`src/rtl/rob_commit_unit.sv`:
```
// Reorder buffer with in-order retirement of one done entry per cycle; alloc tag is the tail index.
// Alloc-to-commit is at least 2 cycles. Alloc is refused while full, and the flags come from registered pointers only.
module rob_commit_unit #(
    parameter int ROB_DEPTH  = 16,
    parameter int TAG_W      = 4,
    parameter int PHY_REG_W  = 6,
    parameter int ARCH_REG_W = 5,
    parameter int DATA_W     = 32
) (
    input  logic                  clk,
    input  logic                  reset,
    input  logic                  flush,
    input  logic                  alloc_valid,
    input  logic                  alloc_has_dst,
    input  logic [ARCH_REG_W-1:0] alloc_arch_rd,
    input  logic [PHY_REG_W-1:0]  alloc_phy_rd,
    output logic [TAG_W-1:0]      alloc_tag,
    output logic                  rob_full,
    output logic                  rob_empty,
    output logic [TAG_W:0]        rob_count,
    input  logic                  cdb_valid,
    input  logic [TAG_W-1:0]      cdb_tag,
    input  logic [DATA_W-1:0]     cdb_value,
    output logic                  commit_valid,
    output logic                  commit_with_write,
    output logic [ARCH_REG_W-1:0] commit_arch_reg,
    output logic [PHY_REG_W-1:0]  commit_phy_reg_addr,
    output logic [TAG_W-1:0]      commit_tag,
    output logic [DATA_W-1:0]     commit_value
);

    typedef struct packed {
        logic                  has_dst;
        logic [ARCH_REG_W-1:0] arch_rd;
        logic [PHY_REG_W-1:0]  phy_rd;
    } meta_t;

    localparam logic [TAG_W:0] PTR_ONE = {{TAG_W{1'b0}}, 1'b1};

    logic [TAG_W:0]       head;
    logic [TAG_W:0]       tail;
    logic [TAG_W-1:0]     head_idx;
    logic [TAG_W-1:0]     tail_idx;
    logic [ROB_DEPTH-1:0] ent_valid;
    logic [ROB_DEPTH-1:0] ent_done;
    meta_t                ent_meta  [ROB_DEPTH];
    logic [DATA_W-1:0]    ent_value [ROB_DEPTH];

    logic alloc_accept;
    logic cdb_hit;
    logic commit_fire;

    assign head_idx  = head[TAG_W-1:0];
    assign tail_idx  = tail[TAG_W-1:0];

    // Wrap bit tells a full ring from an empty one when the indices match.
    assign rob_empty = (head == tail);
    assign rob_full  = (head_idx == tail_idx) && (head[TAG_W] != tail[TAG_W]);
    assign rob_count = tail - head;
    assign alloc_tag = tail_idx;

    assign alloc_accept = alloc_valid & ~rob_full;
    assign cdb_hit      = cdb_valid & ent_valid[cdb_tag] & ~ent_done[cdb_tag];
    // Uses registered done only, so a same-cycle broadcast cannot retire its entry yet.
    assign commit_fire  = ent_valid[head_idx] & ent_done[head_idx];

    always_ff @(posedge clk) begin
        if (reset || flush) begin
            head      <= '0;
            tail      <= '0;
            ent_valid <= '0;
            ent_done  <= '0;
        end else begin
            if (alloc_accept) begin
                ent_valid[tail_idx] <= 1'b1;
                ent_done[tail_idx]  <= 1'b0;
                tail                <= tail + PTR_ONE;
            end
            if (cdb_hit) begin
                ent_done[cdb_tag] <= 1'b1;
            end
            if (commit_fire) begin
                ent_valid[head_idx] <= 1'b0;
                head                <= head + PTR_ONE;
            end
        end
    end

    // Payload needs no reset: it is only observed through a valid, done entry.
    always_ff @(posedge clk) begin
        if (alloc_accept) begin
            ent_meta[tail_idx] <= '{has_dst: alloc_has_dst,
                                    arch_rd: alloc_arch_rd,
                                    phy_rd:  alloc_phy_rd};
        end
        if (cdb_hit) begin
            ent_value[cdb_tag] <= cdb_value;
        end
    end

    always_ff @(posedge clk) begin
        if (reset) begin
            commit_valid        <= 1'b0;
            commit_with_write   <= 1'b0;
            commit_arch_reg     <= '0;
            commit_phy_reg_addr <= '0;
            commit_tag          <= '0;
            commit_value        <= '0;
        end else if (flush) begin
            commit_valid <= 1'b0;
        end else begin
            commit_valid <= commit_fire;
            if (commit_fire) begin
                commit_with_write   <= ent_meta[head_idx].has_dst;
                commit_arch_reg     <= ent_meta[head_idx].arch_rd;
                commit_phy_reg_addr <= ent_meta[head_idx].phy_rd;
                commit_tag          <= head_idx;
                commit_value        <= ent_value[head_idx];
            end
        end
    end

endmodule

```
`config.mk`:
```
export PLATFORM = sky130hd
export DESIGN_NAME = rob_commit_unit
export DESIGN_NICKNAME = d
export VERILOG_FILES = /design/src/rtl/rob_commit_unit.sv
export SDC_FILE = /design/constraint.sdc
export NUM_CORES = 1
export LEC_CHECK = 0
export CAP_MARGIN = 10
export CORE_ASPECT_RATIO = 0.75
export CORE_MARGIN = 2
export CORE_UTILIZATION = 54
export DETAILED_ROUTE_END_ITERATION = 10
export MAX_ROUTING_LAYER = met4
export PLACE_DENSITY_LB_ADDON = 0.2
export REMOVE_ABC_BUFFERS = 1
export SYNTH_ARGS = -nofsm -noshare
export SYNTH_HDL_FRONTEND = slang
export SYNTH_SLANG_ARGS = --single-unit
```
`constraint.sdc`:
```
create_clock -name clk -period 4.7 [get_ports clk]
set_input_delay 0.47 -clock clk [delete_from_list [all_inputs] [get_ports clk]]
set_output_delay 0.47 -clock clk [all_outputs]
set_load 0.01 [all_outputs]
```
### Yosys cells after proc, flatten, opt, wreduce, memory -nomap -nowiden

Memory sizes are Yosys's and may differ from the RTL's. A register that Yosys moved wholly into a read port is not among the register bits.
Cells that the tools add are included.

* output and inout bits: 60
* logic and storage cells: 64
* memories: 2
* input bits: 53
* memory bits (writable): 704
* register bits: 47

* add/subtract/negate cells: 3
* multiplexer cells: 24
* equal/unequal tests: 3
* reduce and logical (&&, ||, !) cells: 7
* $lt $le $gt $ge: 6
* bitwise gates (word level): 13

Memories
* ent_value: depth 16, bits a word 32, read ports 1, clocked after Yosys merged registers in 1, wr ports 1, line 47 `logic [DATA_W-1:0] ent_value [ROB_DEPTH];`
* ent_meta: depth 16, bits a word 12, read ports 1, clocked after Yosys merged registers in 1, wr ports 1, line 46 `meta_t ent_meta [ROB_DEPTH];`

Operator list (count)
* two-way mux 16 bit: 6
* bitwise AND 16 bit: 2
* NOT 16 bit: 2
* bitwise OR 16 bit: 2
* binary-select mux 1 bit (select 4 bit): 4
* < comparator 4 x 5 -> 1 bit (second input constant): 3
* demux 1 bit (select 4 bit): 3
* >= comparator 4 x 1 -> 1 bit (second input constant): 3
* two-way mux 1 bit: 11
* adder 5 x 1 -> 5 bit (second input constant): 2
* equality test 5 bit: 1
* subtractor 5 bit: 1
* bitwise AND 1 bit: 4
* equality test 4 bit: 1
* logical AND 1 bit: 4
* NOT 1 bit: 3
* AND reduction 2 bit: 1
* OR reduction 2 bit: 1
* logical OR 1 bit: 1
* != test 1 bit: 1

### Logic depth before layout (Yosys ltp)

* depth after elaboration: 10
* mapped depth: 11
* depth with buffers taken out: 7

### Worst setup path after synthesis

No wires, ideal clock.

* path kind: input -> register
* from: in cdb_tag[1]
* to: mem ent_value[0][0] (enable)
* arrival: 3633 ps
* buffers on the path: 0
* slack: 603 ps
* required time: 4237 ps
* stages: 3
* cells stage by stage: o311a_1 > or4b_1 > nor3_1

* word-level cells in the longest chain between the ends: 6

RTL lines
* start, declared: line 22 `input logic [TAG_W-1:0] cdb_tag,`
* binary-select mux 1 bit (select 4 bit): line 63 `assign cdb_hit = cdb_valid & ent_valid[cdb_tag] & ~ent_done[cdb_tag];`
* two-way mux 1 bit (not written as such): line 63
* bitwise AND 1 bit or NOT 1 bit (tied branches): line 63
* bitwise AND 1 bit: line 63
* two-way mux 1 bit: line 96 `if (cdb_hit) begin`
* two-way mux 1 bit (not written as such): line 97 `ent_value[cdb_tag] <= cdb_value;`
* end, declared: line 47

Parallel ways exist; a longest one is shown, timed or not. The select of a mux whose other input is x is not followed.

### Worst setup path in the final report

* from: reg head[0]
* to: out rob_count[4]

* word-level cells in the longest chain between the ends: 1

RTL lines
* start, declared: line 40 `logic [TAG_W:0] head;`
* start signal, assigned: line 84 `head <= head + PTR_ONE;`
* subtractor 5 bit: line 59 `assign rob_count = tail - head;`
* end, declared: line 20 `output logic [TAG_W:0] rob_count,`

No other way between the ends.

==> results.md <==
- The initial antenna violation count is 0.
- Max-cap violations in this run came to 0.
- The count of hold buffers inserted by post-cts repair is 0.
- The synthesized netlist occupies a cell area of 31000 um2.
- The worst path uses 76.0% of the clock period.
- The hold path startpoint is reset.
- On the worst path, the slowest cell contributes a delay of 0.82 ns.
- The count of warnings emitted by yosys is 0.
- Summed over all cells, the static leakage comes to 10.7 nW.
- Excluding fillers, the count of instances in the completed layout stands at approximately 2.4k.
- The per-instance average area after synthesis is 20.5 um2.
- The total vias in the final route is 15.8k.
- The routed design could run at a clock period as short as 3.57 ns.
- The starting DRC count in detailed routing is 1930.
- The post-placement setup slack is between 0.9 and 1 ns.
- The highest ir drop seen on vdd is 0.000304 V.
- The total wire length is 70600 um.
- In this run the remaining antenna-violating nets after routing total 0.
- The worst setup path is captured at a primary output.
- The total power per unit cell area is just under 400 nW/um2.
- The first global-routing pass estimated 105000 um of wire.
- In the post-synthesis netlist, the biggest area contributors are edfxtp_1 (68%), mux4_2 (17%), dfxtp_1 (5.9%).
- The data arrival time of the critical path is 3.10 ns.
- The buffer depth of the longest clock path is 3.
- The dominant synthesized flop cell is edfxtp_1.
- The cell class contributing the biggest share of worst-path delay is flip-flops.
- At the end of routability-driven placement, the weighted congestion stood at roughly 0.86.
- The worst flop-to-flop path startpoint is head[1].
- Along the worst hold path, the cell count comes to 3.
- The total CTS buffers is 74.
- Derived from the worst setup path, the maximum achievable clock frequency is 280 MHz.
- Counting cells, the worst reg-to-reg path comes to 6.
- The sequential share of the synthesized area is about three quarters.
- The most common cell in the synthesized netlist is edfxtp_1.
- The flop and latch count out of synthesis is 795.
- Entering global routing, the biggest net connects slightly below 80 pins.
- The endpoint with the worst hold slack is commit_arch_reg[4].
- The total global routing track utilization is 25.3%.
- After the last flow step, the layout net total stands at ~1.7k.
- The critical path's slowest cell is dfxtp_4.
- The effective utilization at floorplan is 55.0%.
- The per-cell via count in the routed design is 6.49.
- At the pin with the least slew margin, the transition time is 1.09 ns.
- Global routing finished with a remaining overflow of 0.
- The root buffer cell chosen for the clock tree is clkbuf_16.
- The commonest cells after synthesis are edfxtp_1 (704), mux4_2 (228), dfxtp_1 (91), a21oi_1 (64), clkbuf_1 (60).
- The total count of max-transition violations in the final report is 0.
- After clock tree synthesis, the repair step resized 0 gates.
- The proportion of register bits with asynchronous set or reset after synthesis is 0%.
- The setup check on the worst reg-to-reg path leaves a slack of approximately 1.3 ns.
- Of the cells placed in the final design, the portion with a size suffix greater than 1 is 23.9%.
- The die is around 280 um wide.
- For the worst setup path, the data required time is 4.23 ns.
- The worst slack on hold paths is around 0.41 ns.
- The die boundary height is 211 um.
- The clock network accounts for 41.2% of the total power.
- Traced cell by cell, the critical path runs through ha_1 -> fa_1 -> inv_1 -> a21o_1 -> a21oi_1 -> xnor2_1 -> clkdlybuf4s50_1.
- Synthesis produced a netlist whose cell count is 1512.
- Of the total power, registers draw between 50% and 60%.
- In this run switching power makes up a little under 20% of total power.
- The die area is 59300 um2.
- The final-report hold violation count came to 0.
- Detailed placement finished with a half-perimeter wire length of just over 40000 um.
- The end of the worst register-to-register path is head[4].
- Setup repair after global routing left no endpoint under its margin.
- The cell count after placement is 2298.
- The combined buffer and inverter count along the critical path is 2.
- The average detailed-routed wire length per instance is between 20 and 30 um.
- Buffers placed on the I/O ports in this run total 112.
- Yosys mapped the design onto 53 distinct sky130hd cell types.
- From synthesis to final layout, the design area changed by 13.8%.
- More flip-flops sit in one register than any other, and that register is ent_value.
- The classification of the worst setup path is reg2out.
- In this run the power spent charging and discharging nets is ~2.7 mW.
- The design area is ~35000 um2.
- The depth of the CTS H-tree is 3.
- The synthesized design spends more area on one cell type than any other, namely edfxtp_1.
- The worst-case clock skew is 0.0206 ns.
- The flip-flop count of the largest register after layout is 512.
- Adding up every negative setup slack in the final design gives 0 ns.
- The largest registers in the layout are ent_value (512), ent_meta (192), commit_value (32).
- The final total power is 13.6 mW.
- The via count of the first global-routing pass is 16.1k.
- 0 antenna diodes ended up in the layout.
- The post-detailed-placement cell area is 33000 um2.
- After clock tree synthesis, the clock-pin slew on the worst setup and hold paths is 0.06 ns.
- The tightest min-delay check is of the in2reg type.
- The flow ran to the end, and the final reports show no timing, DRC or antenna violations.
- TritonCTS built the clock tree.
- The synthesized design devotes to its leading area cell type 68.3% of total area.
- At the later pin of the worst-skew pair, clock insertion delay measures roughly 0.6 ns.
- Along the worst path, the maximum fanout reaches 36.
- The worst pin sits at a relative slew slack of 27.1%.
- The first detailed-routing pass took 7 iterations.
- The number of synthesized flops with an enable pin is 704.
- The core region is around 56000 um2.
- The share of total power dissipated in combinational logic is 2.1%.
- Cells fill 62.6% of the core in the end.
- The site row count is 75.
- During I/O placement, the number of pins put on the boundary was 113.
- Across all setup checks in the final design, the least slack found is 1.13 ns.
- The post-CTS setup repair buffer count is 0.
- The final-report setup violation count is 0.
- The cell-internal power is 10.9 mW.
- The nature of the critical path startpoint is a register.
- For this run, design rule violations remaining after detail routing come to 0.
- The number of sinks handled by clock tree synthesis is 795.
cell usage in the layout (no fill, tap or decap), drive strengths merged, types with 3 or more instances in the layout:
| master | Yosys | final |
|---|---|---|
| clkinv | 0 | 21 |
| nand3 | 5 | 5 |
| clkdlybuf4s50 | 0 | 110 |
| ha | 12 | 12 |
| nor2 | 29 | 29 |
| nand2b | 5 | 5 |
| nand4 | 52 | 52 |
| nor3b | 3 | 3 |
| dfxtp | 91 | 91 |
| o21ai | 29 | 29 |
| clkbuf | 60 | 111 |
| a311oi | 3 | 3 |
| o21a | 6 | 6 |
| nand2 | 26 | 26 |
| mux4 | 228 | 228 |
| buf | 46 | 51 |
| a31oi | 16 | 16 |
| inv | 27 | 29 |
| xnor2 | 6 | 6 |
| edfxtp | 704 | 704 |
| nor2b | 11 | 11 |
| nor3 | 6 | 6 |
| o211ai | 4 | 4 |
| a21oi | 64 | 64 |
| o31ai | 48 | 48 |
power by group through the flow:
stage | combinational, mW | clock, mW | sequential, mW
after floorplan | 0.0681 | 0 | 7.87
after global placement | 0.274 | 0 | 7.87
after detailed placement | 0.283 | 0 | 7.87
after CTS | 0.284 | 5.70 | 7.72
after global routing | 0.305 | 5.97 | 7.72
final | 0.285 | 5.61 | 7.72
cell type report:
class,count,area (um2)
inverter,27,104
clock buffer,111,2070
tap,731,915
multi-input combinational,584,7420
fill,3840,21100
sequential,795,23000
clock inverter,24,156
timing repair buffer,161,1580
worst min-delay path: cells and delay by family:
kind | cells | cell delay, ns
AO/OA/AOI/OAI | 1 | 0.16
buffers and inverters | 2 | 0.35
layer usage:
layer | vias up | track usage, % | routed length [um]
met5 | - | - | 0
met4 | 0 | 5.97 | 1290
met3 | 115 | 4.70 | 5420
met2 | 650 | 36.5 | 32800
met1 | 8431 | 38.0 | 31200
li1 | 6605 | - | -
logic make-up after synthesis:
group,count (synthesis),synth area share [%]
AO/OA/AOI/OAI,188,3.84
buffers and inverters,133,2.08
XOR/XNOR,8,0.226
flip-flops,795,74.2
adder cells (fa/ha/maj),13,0.550
AND/OR/NAND/NOR,146,2.51
multiplexers,229,16.6
how the worst max path moves through the flow:
stage	start	end	slack [ns]	depth (start not counted)
finish	head[0]	rob_count[4]	1.13	7
global route	head[0]	rob_count[4]	0.88	7
CTS	head[0]	rob_count[4]	1.05	7
detailed placement	cdb_tag[1]	ent_value[8][23]	0.97	6
global placement	cdb_tag[1]	ent_value[9][13]	1.05	6
floorplan	head[0]	head[2]	-5.60	5
(Power assumes the default switching activity.)
